$ cat config.mk
export PLATFORM = sky130hd
export DESIGN_NAME = instr_fetch_unit
export DESIGN_NICKNAME = d
export VERILOG_FILES = /design/src/rtl/instr_fetch_unit.sv
export SDC_FILE = /design/constraint.sdc
export NUM_CORES = 1
export LEC_CHECK = 0
export BUFFER_PORTS_ARGS = -buffer_cell sky130_fd_sc_hd__buf_2
export CELL_PAD_IN_SITES_DETAIL_PLACEMENT = 2
export CELL_PAD_IN_SITES_GLOBAL_PLACEMENT = 2
export CORE_MARGIN = 8
export CORE_UTILIZATION = 35
export CTS_CLUSTER_SIZE = 14
export DETAILED_ROUTE_END_ITERATION = 8
export PLACE_DENSITY = 0.82
export SLEW_MARGIN = 10
export SYNTH_ARGS = -nofsm -noshare
export SYNTH_HDL_FRONTEND = slang
export SYNTH_SLANG_ARGS = --single-unit
$ cat constraint.sdc
create_clock -name CLK -period 9.5 [get_ports CLK]
set_input_delay 0.475 -clock CLK [delete_from_list [all_inputs] [get_ports CLK]]
set_output_delay 0.475 -clock CLK [all_outputs]
set_load 0.02 [all_outputs]
$ cat src/rtl/instr_fetch_unit.sv
// Fetch stage between the program counter and decode: it requests instructions
// from the I-cache, buffers them in order, and tells the PC when to advance.
module instr_fetch_unit #(
  parameter int DEPTH = 2
) (
  input  logic        CLK,
  input  logic        RST,
  input  logic [31:0] pcaddr,
  input  logic [31:0] nxt_pc,
  output logic        pc_advance,
  output logic        imemREN,
  output logic [31:0] imemaddr,
  input  logic [31:0] imemload,
  input  logic        ihit,
  input  logic        flush,
  input  logic        halt,
  input  logic        id_ready,
  output logic        ifid_valid,
  output logic [31:0] ifid_instr,
  output logic [31:0] ifid_pc,
  output logic [31:0] ifid_npc,
  output logic        fetch_busy
);

  // state   | meaning
  // IDLE    | first cycle out of reset, no request issued
  // RUN     | fetching whenever the buffer has room
  // HALTED  | fetch stopped for good; buffer only drains (left by RST only)
  localparam logic [1:0] S_IDLE   = 2'd0;
  localparam logic [1:0] S_RUN    = 2'd1;
  localparam logic [1:0] S_HALTED = 2'd2;

  localparam int              PTR_W    = $clog2(DEPTH);
  localparam logic [PTR_W:0]  FULL_CNT = (PTR_W+1)'(DEPTH);
  localparam logic [PTR_W-1:0] PTR_ONE = PTR_W'(1);

  logic [1:0]       state_q, state_d;
  logic [PTR_W-1:0] rd_ptr_q, rd_ptr_d;
  logic [PTR_W-1:0] wr_ptr_q, wr_ptr_d;
  logic [PTR_W:0]   count_q, count_d;

  logic [31:0] instr_q [DEPTH];
  logic [31:0] pc_q    [DEPTH];
  logic [31:0] npc_q   [DEPTH];

  logic push;
  logic pop;

  // The request never looks at id_ready, so decode has no path to the cache.
  assign imemREN    = (state_q == S_RUN) && (count_q < FULL_CNT) && !halt;
  assign imemaddr   = pcaddr;
  assign push       = imemREN && ihit && !flush;
  assign pc_advance = push;
  assign fetch_busy = imemREN && !ihit;

  assign ifid_valid = (count_q != '0);
  assign pop        = ifid_valid && id_ready && !flush;

  assign ifid_instr = ifid_valid ? instr_q[rd_ptr_q] : '0;
  assign ifid_pc    = ifid_valid ? pc_q[rd_ptr_q]    : '0;
  assign ifid_npc   = ifid_valid ? npc_q[rd_ptr_q]   : '0;

  always_comb begin
    state_d = state_q;
    case (state_q)
      S_IDLE:   state_d = S_RUN;
      S_RUN:    state_d = halt ? S_HALTED : S_RUN;
      S_HALTED: state_d = S_HALTED;
      default:  state_d = S_IDLE;
    endcase
  end

  always_comb begin
    rd_ptr_d = rd_ptr_q;
    wr_ptr_d = wr_ptr_q;
    count_d  = count_q;
    if (flush) begin
      rd_ptr_d = '0;
      wr_ptr_d = '0;
      count_d  = '0;
    end else begin
      if (push) wr_ptr_d = wr_ptr_q + PTR_ONE;
      if (pop)  rd_ptr_d = rd_ptr_q + PTR_ONE;
      case ({push, pop})
        2'b10:   count_d = count_q + 1'b1;
        2'b01:   count_d = count_q - 1'b1;
        default: count_d = count_q;
      endcase
    end
  end

  always_ff @(posedge CLK or posedge RST) begin
    if (RST) begin
      state_q  <= S_IDLE;
      rd_ptr_q <= '0;
      wr_ptr_q <= '0;
      count_q  <= '0;
    end else begin
      state_q  <= state_d;
      rd_ptr_q <= rd_ptr_d;
      wr_ptr_q <= wr_ptr_d;
      count_q  <= count_d;
    end
  end

  // Entry payload needs no reset: outputs are masked while the buffer is empty.
  always_ff @(posedge CLK) begin
    if (push) begin
      instr_q[wr_ptr_q] <= imemload;
      pc_q[wr_ptr_q]    <= pcaddr;
      npc_q[wr_ptr_q]   <= nxt_pc;
    end
  end

endmodule
==> results of run 1 <==
-- power by group --
| group | total (uW) | internal, uW | switching, uW |
|---|---|---|---|
| Clock | 710 | 393 | 317 |
| Combinational | 275 | 94.7 | 180 |
| Sequential | 1020 | 995 | 24.4 |
-- layout make-up --
class                           count  area share (%)
Timing Repair Buffer              240            12.8
Multi-Input combinational cell    215            15.4
Clock inverter                     13            1.53
Inverter                            6           0.235
Clock buffer                       19            4.52
Sequential cell                   198            61.9
Tap cell                          280            3.66
-- path summary, 6_finish.rpt --
path	end	slack, ns	cells after the start	from
setup reg to reg	npc_q[1][4]	7.00	5	count_q[1]
setup / recovery	ifid_instr[8]	6.10	4	rd_ptr_q
max in group asynchronous	rd_ptr_q	8.75	3	RST
hold reg to reg	state_q[0]	0.48	1	state_q[1]
hold / removal	npc_q[0][13]	0.25	1	nxt_pc[13]
min in group asynchronous	wr_ptr_q	0.52	3	RST
-- worst register-to-register path: stages (launching register included) --
cell and delay, ns:
dfrtp_1 0.46, or4b_4 0.55, inv_2 0.11, nand2_1 0.12
nor3b_2 0.25, buf_4 0.58
-- layer usage --
metal	share of wire, %	GRT usage [%]	routed length (um)	up-vias
met3	6.2	4.01	1230	20
met5	0.051	0	10	-
li1	-	-	-	2102
met2	53	26.5	10500	149
met4	1.0	3.73	201	2
met1	40	16.6	7830	2283
-- synth_stat cells --
| cell type | instances |
|---|---|
| edfxtp_1 | 192 |
| nor2_1 | 100 |
| mux2i_1 | 96 |
| buf_4 | 32 |
| buf_2 | 12 |
| clkbuf_1 | 6 |
| dfrtp_1 | 6 |
| inv_1 | 5 |
| a21oi_1 | 4 |
| o21ai_0 | 4 |
| buf_1 | 3 |
| nand2_1 | 2 |
| a221oi_1 | 1 |
| inv_2 | 1 |
| nand3_1 | 1 |
| nand4_1 | 1 |
| nor3_1 | 1 |
| nor3b_1 | 1 |
| nor4b_2 | 1 |
| or3_1 | 1 |
| or4b_4 | 1 |
| xor2_1 | 1 |
-- state kept, by name, summed over array words and instances (netlist names) --
signal,cells
rd_ptr_q,1
wr_ptr_q,1
pc_q,64
count_q,2
npc_q,64
state_q,2
instr_q,64
-- metrics by stage --
| step | power [uW] | hold WS (ns) | instances | instance area (sq um) |
|---|---|---|---|---|
| final | 2000 | 0.249 | 971 | 9570 |
| after global routing | 2090 | 0.228 | 971 | 9570 |
| after CTS | 2040 | 0.225 | 971 | 9570 |
| after detailed placement | 1320 | 0.420 | 938 | 8980 |
| after global placement | 1310 | 0.402 | 938 | 8980 |
| after floorplan | 1220 | 0.266 | 472 | 7730 |
-- cells by family (layout without fill, tap and decap cells) --
logic type             Yosys count  count (layout)  synth area share (%)
XOR/XNOR                         1               1                 0.113
buffers and inverters           59             278                  4.61
flip-flops                     198             198                  76.5
AND/OR/NAND/NOR                109             109                  5.71
multiplexers                    96              96                  12.4
AO/OA/AOI/OAI                    9               9                 0.631
-- cell usage in the layout, fill, tap and decap left out, types with 2 or more instances in the layout --
cell type,instances
inv_8,2
clkinvlp_4,2
nand2_1,2
edfxtp_1,192
dfrtp_1,5
clkbuf_16,17
bufinv_16,2
inv_1,5
inv_6,3
buf_4,6
clkbuf_1,2
clkinv_2,2
o21ai_0,4
buf_2,233
mux2i_1,96
nor2_1,99
a21oi_1,4
-- what timing repair did --
action,in CTS,in global routing
hold endpoints to repair,6,0
buffers inserted,0,0
hold buffers,1,0
==> flow_metrics.env, run 1 <==
export IMPL_cts_resized_gates=0
export IMPL_top_level_ports=234
export IMPL_ir_drop_mv=0.109
export IMPL_finalClockSkew_ns=0.00787
export IMPL_antenna_found_initial=1
export IMPL_post_route_drc_count=0
export IMPL_slew_headroom_pct=30.5
export IMPL_grt_max_degree=59
export IMPL_ys_ff_latch=198
export IMPL_grt_use_total_pct=14.6
export IMPL_wl_um=19800
export IMPL_place_gp_congestion=0.742
export IMPL_layout_filler_cells=2151
export IMPL_grt_overflow_total=0
export IMPL_syn_num_nets=574
export IMPL_cpMaxStageDelayCell="dfrtp_4"
export IMPL_area_growth_syn_to_layout_pct=23.8
export IMPL_ant_nets=0
export IMPL_drt_pre_antenna_iters=4
export IMPL_wire_per_inst_um=20.4
export IMPL_regArea_sq_um=5920
export IMPL_clock_sinks=198
export IMPL_clock_path_buffers=2
export IMPL_outcome="finished clean"
export IMPL_yosysWarningCount=0
export IMPL_die_h_um=165
export IMPL_nNetsFinal=780
export IMPL_via_per_inst=4.69
export IMPL_finalCritPeriodShare_pct=35.8
export IMPL_rsz0062_at_grt="no"
export IMPL_cp_data_required_time_ns=9.03
export IMPL_syn_area_per_cell_sq_um=16.4
export IMPL_numPortBuffers=233
export IMPL_synthTopCellsByArea="edfxtp_1 75%, mux2i_1 12%, nor2_1 4.9%, buf_4 3.1%, dfrtp_1 1.9%"
export IMPL_rows=54
export IMPL_start_kind="flop"
export IMPL_multi_input_comb_area_sq_um=1480
export IMPL_root_buffer="clkbuf_16"
export IMPL_cellPowerDensity_nw_per_um2=209
export IMPL_crit_type="reg -> out"
export IMPL_hold_class="in -> reg"
export IMPL_path_buf_inv=2
export IMPL_drv_slew=0
export IMPL_cp_top_family="flip-flops"
export IMPL_path_clk_slew_ns=0.07
export IMPL_final_util_pct=44.0
export IMPL_fin_setup_tns_ns=0
export IMPL_vias=4556
export IMPL_cts_buffers=17
export IMPL_grt_pass1_vias=5379
export IMPL_hold_viol_final=0
export IMPL_netlist_area_leader_share_pct=74.6
export IMPL_syn_inst=472
export IMPL_max_freq_ghz=0.294
export IMPL_die_w_um=165
export IMPL_synth_cell_type_count=22
export IMPL_coreArea_sq_um=21800
export IMPL_hpwl_um=14300
export IMPL_setup_violations=0
export IMPL_grt_pass1_wl_um=30300
export IMPL_cp_max_fo=58
export IMPL_fin_crit_ns=3.40
export IMPL_slowest_delay_ns=1.08
export IMPL_crit_path_end_kind="primary output"
export IMPL_seq_area_frac_synth_pct=76.5
export IMPL_diodes=0
export IMPL_floorplan_initialDensity_pct=35.5
export IMPL_maxCapViolCount=0
export IMPL_worstSkewPairLatency_ns=0.42
export IMPL_layout_drive_gt1_share_pct=39.8
export IMPL_cp_arrival_ns=2.92
export IMPL_drtIter0Drc=184
export IMPL_tightest_slew_ns=1.04
export IMPL_htree_num_levels=4
export IMPL_cellLeakagePower_uw=0.00361
export IMPL_cts_tree="yes"
export IMPL_place_ws_ns=6.52
export IMPL_synth_largest_area_cell="edfxtp_1"
export IMPL_die_area_sq_um=27100
export IMPL_path_cells="buf_4, mux2i_1, nor2_1, buf_2"
export IMPL_fin_ws_ns=6.10
export IMPL_synth_area_sq_um=7730
(Power assumes the default switching activity.)
==> inputs of run 2 (changes only) <==
CORE_UTILIZATION = 32   (was 35)
PLACE_DENSITY = 0.79   (was 0.82)
clock period = 2.95 ns   (was 9.5 ns; I/O delays follow)
==> flow_metrics.env, run 2 (synthesized netlist as in run 1, its figures left out) <==
export IMPL_crit_type="reg -> out"
export IMPL_reg_largest_list="instr_q (64), npc_q (64), pc_q (64)"
export IMPL_die_area_sq_um=29400
export IMPL_netSwitchingPower_uw=1810
export IMPL_cts_tree="yes"
export IMPL_power_share_sequential_pct=50.0
export IMPL_die_h_um=171
export IMPL_rsz0062_at_grt="no"
export IMPL_finalClockSkew_ns=0.0112
export IMPL_crit_path_end_kind="primary output"
export IMPL_maxCapViolCount=0
export IMPL_wire_per_inst_um=20.4
export IMPL_start_kind="flop"
export IMPL_cellLeakagePower_uw=0.00407
export IMPL_slew_headroom_pct=56.6
export IMPL_grt_overflow_total=0
export IMPL_grt_use_total_pct=15.5
export IMPL_top_level_ports=234
export IMPL_worstSkewPairLatency_ns=0.42
export IMPL_coreArea_sq_um=24000
export IMPL_final_common_cell="buf_2"
export IMPL_grt_pass1_wl_um=34500
export IMPL_reg2reg_depth=5
export IMPL_final_cell_mix="233 x buf_2, 192 x edfxtp_1, 99 x nor2_1, 98 x dlygate4sd3_1, 96 x mux2i_1"
export IMPL_setup_violations=0
export IMPL_fin_ws_ns=0.642
export IMPL_post_route_drc_count=0
export IMPL_hpwl_um=13900
export IMPL_place_inst=988
export IMPL_tightest_slew_ns=0.651
export IMPL_cts_buffers=17
export IMPL_ant_nets=0
export IMPL_finalCritPeriodShare_pct=78.2
export IMPL_drv_slew=0
export IMPL_rows=57
export IMPL_path_cells="buf_4, mux2i_1, nor2_1, buf_2"
export IMPL_numPortBuffers=233
export IMPL_drt_pre_antenna_iters=4
export IMPL_drtIter0Drc=139
export IMPL_layout_drive_gt1_share_pct=35.7
export IMPL_floorplan_initialDensity_pct=32.2
export IMPL_cp_arrival_ns=2.16
export IMPL_place_ws_ns=0.797
export IMPL_power_frac_clock_pct=33.6
export IMPL_fin_crit_ns=2.31
export IMPL_hold_start="flush"
export IMPL_hold_end="rd_ptr_q"
export IMPL_slowest_delay_ns=0.84
export IMPL_cellPowerDensity_nw_per_um2=610
export IMPL_r2r_end="npc_q[1][0]"
export IMPL_vias=5017
export IMPL_fin_hold_ws_ns=0.0528
export IMPL_cp_top_family="flip-flops"
export IMPL_hold_viol_final=0
export IMPL_grt_max_degree=98
export IMPL_root_buffer="clkbuf_16"
export IMPL_holdPathStages=2
export IMPL_nNetsFinal=883
export IMPL_post_dp_cell_area_sq_um=9190
export IMPL_die_w_um=171
export IMPL_diodes=0
export IMPL_fin_setup_tns_ns=0
export IMPL_cp_data_required_time_ns=2.80
export IMPL_grt_pass1_vias=5878
export IMPL_layout_filler_cells=2333
export IMPL_area_growth_syn_to_layout_pct=38.6
export IMPL_antenna_found_initial=0
export IMPL_fin_cells=1116
export IMPL_switching_share_pct=27.7
export IMPL_wl_um=22800
export IMPL_design_area_sq_um=10700
export IMPL_clock_path_buffers=2
export IMPL_clock_sinks=198
export IMPL_via_per_inst=4.50
export IMPL_p_comb_share_pct=16.4
export IMPL_path_buf_inv=2
export IMPL_p_int_uw=4720
export IMPL_max_freq_ghz=0.433
export IMPL_place_gp_congestion=0.724
export IMPL_outcome="finished clean"
export IMPL_path_clk_slew_ns=0.07
export IMPL_cpMaxStageDelayCell="dfrtp_4"
export IMPL_ir_drop_mv=0.290
export IMPL_hold_class="in -> reg"
export IMPL_ff2ff_setup_slack_ns=0.78
export IMPL_cts_resized_gates=0
export IMPL_htree_num_levels=4
export IMPL_r2r_start="state_q[1]"
export IMPL_cp_max_fo=34
==> run 2: cell type report <==
type	instances	area [sq um]	share of cell area [%]
well taps	324	405	3.78
multi-input cells	215	1500	14.0
repair buffers	343	2320	21.7
clock inverters	13	118	1.10
inverters	6	27.5	0.257
flip-flops and latches	198	5920	55.2
clock buffers	17	425	3.97
==> run 2: metal layers <==
metal  wire [um]  vias to the layer above  GRT usage (%)
li1            -                     2310              -
met1        8900                     2516           17.2
met2       12400                      166           28.5
met3        1230                       25           3.92
met4         298                        0           4.76
met5           0                        -              0
==> run 2: timing repair <==
item,CTS,global route
endpoints found under the hold margin,199,0
hold buffers,98,0
buffers inserted,0,0
==> run 2: stage by stage <==
step | utilization, % | power, uW
6_report | 44.6 | 6530
5_1_grt | 44.6 | 6800
4_1_cts | 44.6 | 6620
3_5_place_dp | 38.3 | 4300
3_3_place_gp | 38.3 | 4250
2_1_floorplan | - | 3910
==> run 2: worst max-delay path by stage <==
stage | depth (start not counted) | start | slack, ns | endpoint
after floorplan | 4 | state_q[1] | -1.07 | instr_q[1][0]
after global placement | 5 | count_q[1] | 0.86 | pc_q[1][23]
after detailed placement | 5 | count_q[1] | 0.80 | pc_q[1][27]
after CTS | 4 | rd_ptr_q | 0.61 | ifid_pc[28]
after global routing | 4 | rd_ptr_q | 0.51 | ifid_npc[13]
final | 4 | rd_ptr_q | 0.64 | ifid_npc[13]
==> run 2: power groups by stage <==
stage | registers (uW) | logic (uW) | clock network (uW)
after global routing | 3280 | 1150 | 2370
after CTS | 3270 | 1070 | 2280
after global placement | 3320 | 929 | 0
after floorplan | 3300 | 611 | 0
after detailed placement | 3330 | 966 | 0
final | 3270 | 1070 | 2200
==> inputs of run 3 (changes only) <==
clock period = 1.9 ns   (was 2.95 ns; I/O delays follow)
==> flow_metrics.env, run 3 (synthesized netlist as in run 1, its figures left out) <==
export IMPL_cp_data_required_time_ns=2.04
export IMPL_coreArea_sq_um=24000
export IMPL_fin_hold_ws_ns=0.0900
export IMPL_vias=5216
export IMPL_crit_type="reg -> reg"
export IMPL_ir_drop_mv=0.489
export IMPL_path_clk_slew_ns=0.07
export IMPL_violations="negative setup slack"
export IMPL_die_h_um=171
export IMPL_final_common_cell="buf_2"
export IMPL_die_area_sq_um=29400
export IMPL_hold_viol_final=0
export IMPL_slew_headroom_pct=80.6
export IMPL_area_growth_syn_to_layout_pct=48.4
export IMPL_place_gp_congestion=0.772
export IMPL_numPortBuffers=233
export IMPL_finalCritPeriodShare_pct=108
export IMPL_regArea_sq_um=5920
export IMPL_setup_violations=193
export IMPL_max_freq_ghz=0.489
export IMPL_cp_max_fo=10
export IMPL_rows=57
export IMPL_layout_drive_gt1_share_pct=40.7
export IMPL_reg_largest_list="instr_q (64), npc_q (64), pc_q (64)"
export IMPL_r2r_start="state_q[1]"
export IMPL_holdPathStages=3
export IMPL_wl_um=25400
export IMPL_finalClockSkew_ns=0.00880
export IMPL_layout_filler_cells=2305
export IMPL_hold_start="ihit"
export IMPL_grt_pass1_wl_um=36500
export IMPL_die_w_um=171
export IMPL_hpwl_um=16200
export IMPL_met1_length_um=9730
export IMPL_cp_arrival_ns=2.18
export IMPL_final_cell_mix="225 x buf_2, 192 x edfxtp_1, 99 x dlygate4sd3_1, 95 x nor2_1, 89 x mux2i_1"
export IMPL_post_route_drc_count=0
export IMPL_hold_end="count_q[1]"
export IMPL_outcome="finished with violations"
export IMPL_worstSkewPairLatency_ns=0.42
export IMPL_top_level_ports=234
export IMPL_hold_class="in -> reg"
export IMPL_antenna_found_initial=1
export IMPL_grt_max_degree=56
export IMPL_clock_path_buffers=2
export IMPL_drv_slew=0
export IMPL_ant_nets=0
export IMPL_htree_num_levels=4
export IMPL_cts_buffers=17
export IMPL_rsz0062_at_grt="yes"
export IMPL_drt_pre_antenna_iters=4
export IMPL_grt_pass1_vias=6136
export IMPL_wl_met2_um=13600
export IMPL_maxCapViolCount=0
export IMPL_crit_path_end_kind="flop"
export IMPL_floorplan_initialDensity_pct=32.2
export IMPL_cts_tree="yes"
export IMPL_wire_per_inst_um=21.8
export IMPL_clock_sinks=198
export IMPL_nNetsFinal=932
export IMPL_totalPowerFinal_uw=10700
export IMPL_tightest_slew_ns=0.291
export IMPL_root_buffer="clkbuf_16"
export IMPL_ff2ff_setup_slack_ns=-0.14
export IMPL_fin_ws_ns=-0.144
export IMPL_grt_use_total_pct=16.5
export IMPL_grt_overflow_total=0
export IMPL_cellLeakagePower_uw=0.00444
export IMPL_start_kind="flop"
export IMPL_drtIter0Drc=201
export IMPL_multi_input_comb_area_sq_um=1570
export IMPL_via_per_inst=4.47
export IMPL_fin_crit_ns=2.04
export IMPL_reg2reg_depth=7
export IMPL_wl_met3_um=1650
export IMPL_r2r_end="npc_q[0][19]"
export IMPL_dr_max_layer_used="met4"
export IMPL_cellPowerDensity_nw_per_um2=934
[run 3: how the worst max path moves through the flow]
stage | depth (start not counted) | from | end | slack, ns
2_1_floorplan | 4 | state_q[1] | instr_q[1][0] | -2.12
3_3_place_gp | 6 | state_q[1] | npc_q[1][13] | -0.1
3_5_place_dp | 6 | state_q[1] | npc_q[1][12] | -0.15
4_1_cts | 6 | state_q[1] | npc_q[1][0] | -0.14
5_1_grt | 7 | state_q[1] | npc_q[0][0] | -0.18
6_report | 7 | state_q[1] | npc_q[0][19] | -0.14
[run 3: power breakdown]
part / internal [uW] / leakage [uW] / switching, uW
logic: 888 / 0.00234 / 1150
registers: 4970 / 0.00181 / 67.3
clock network: 1980 / 0.000293 / 1650
[run 3: per-layer routing]
metal | vias to the layer above | track usage [%]
met4 | 0 | 4.84
met2 | 181 | 30.9
met5 | - | 0
met1 | 2597 | 17.9
li1 | 2412 | -
met3 | 26 | 4.50
[run 3: final cells by class]
cell class              instances  share of cell area, %
diodes                          1                 0.0218
clock buffers                  17                   3.71
clock inverters                15                   1.48
inverters                       6                  0.240
multi-input cells             215                   13.7
flip-flops and latches        198                   51.6
well taps                     324                   3.53
repair buffers                392                   25.7
[run 3: through the flow]
step                      util [%]  setup WS, ns  std cells  area (sq um)  TNS [ns]
after floorplan                  -         -2.12        472          7770   -389.40
after global placement        39.3       -0.0965       1015          9430     -8.40
after detailed placement      39.3        -0.151       1015          9430    -15.74
after CTS                     46.4        -0.139       1157         11200    -14.63
after global routing          47.7        -0.183       1168         11500    -25.11
final                         47.7        -0.144       1168         11500    -18.09
[run 3: critical path, stage by stage (launching register included)]
cell	delay, ns
dfrtp_1	0.39
or4b_4	0.57
clkinv_4	0.08
nand2_4	0.07
nor3_4	0.16
buf_6	0.15
buf_12	0.16
clkbuf_16	0.18
[run 3: timing repair]
action | in CTS | in global routing
gates cloned | 0 | 6
gates resized for setup | 6 | 32
setup buffers | 11 | 4
hold endpoints to repair | 202 | 0
hold buffers | 99 | 0
setup endpoints to repair | 267 | 203
pin swaps | 0 | 3
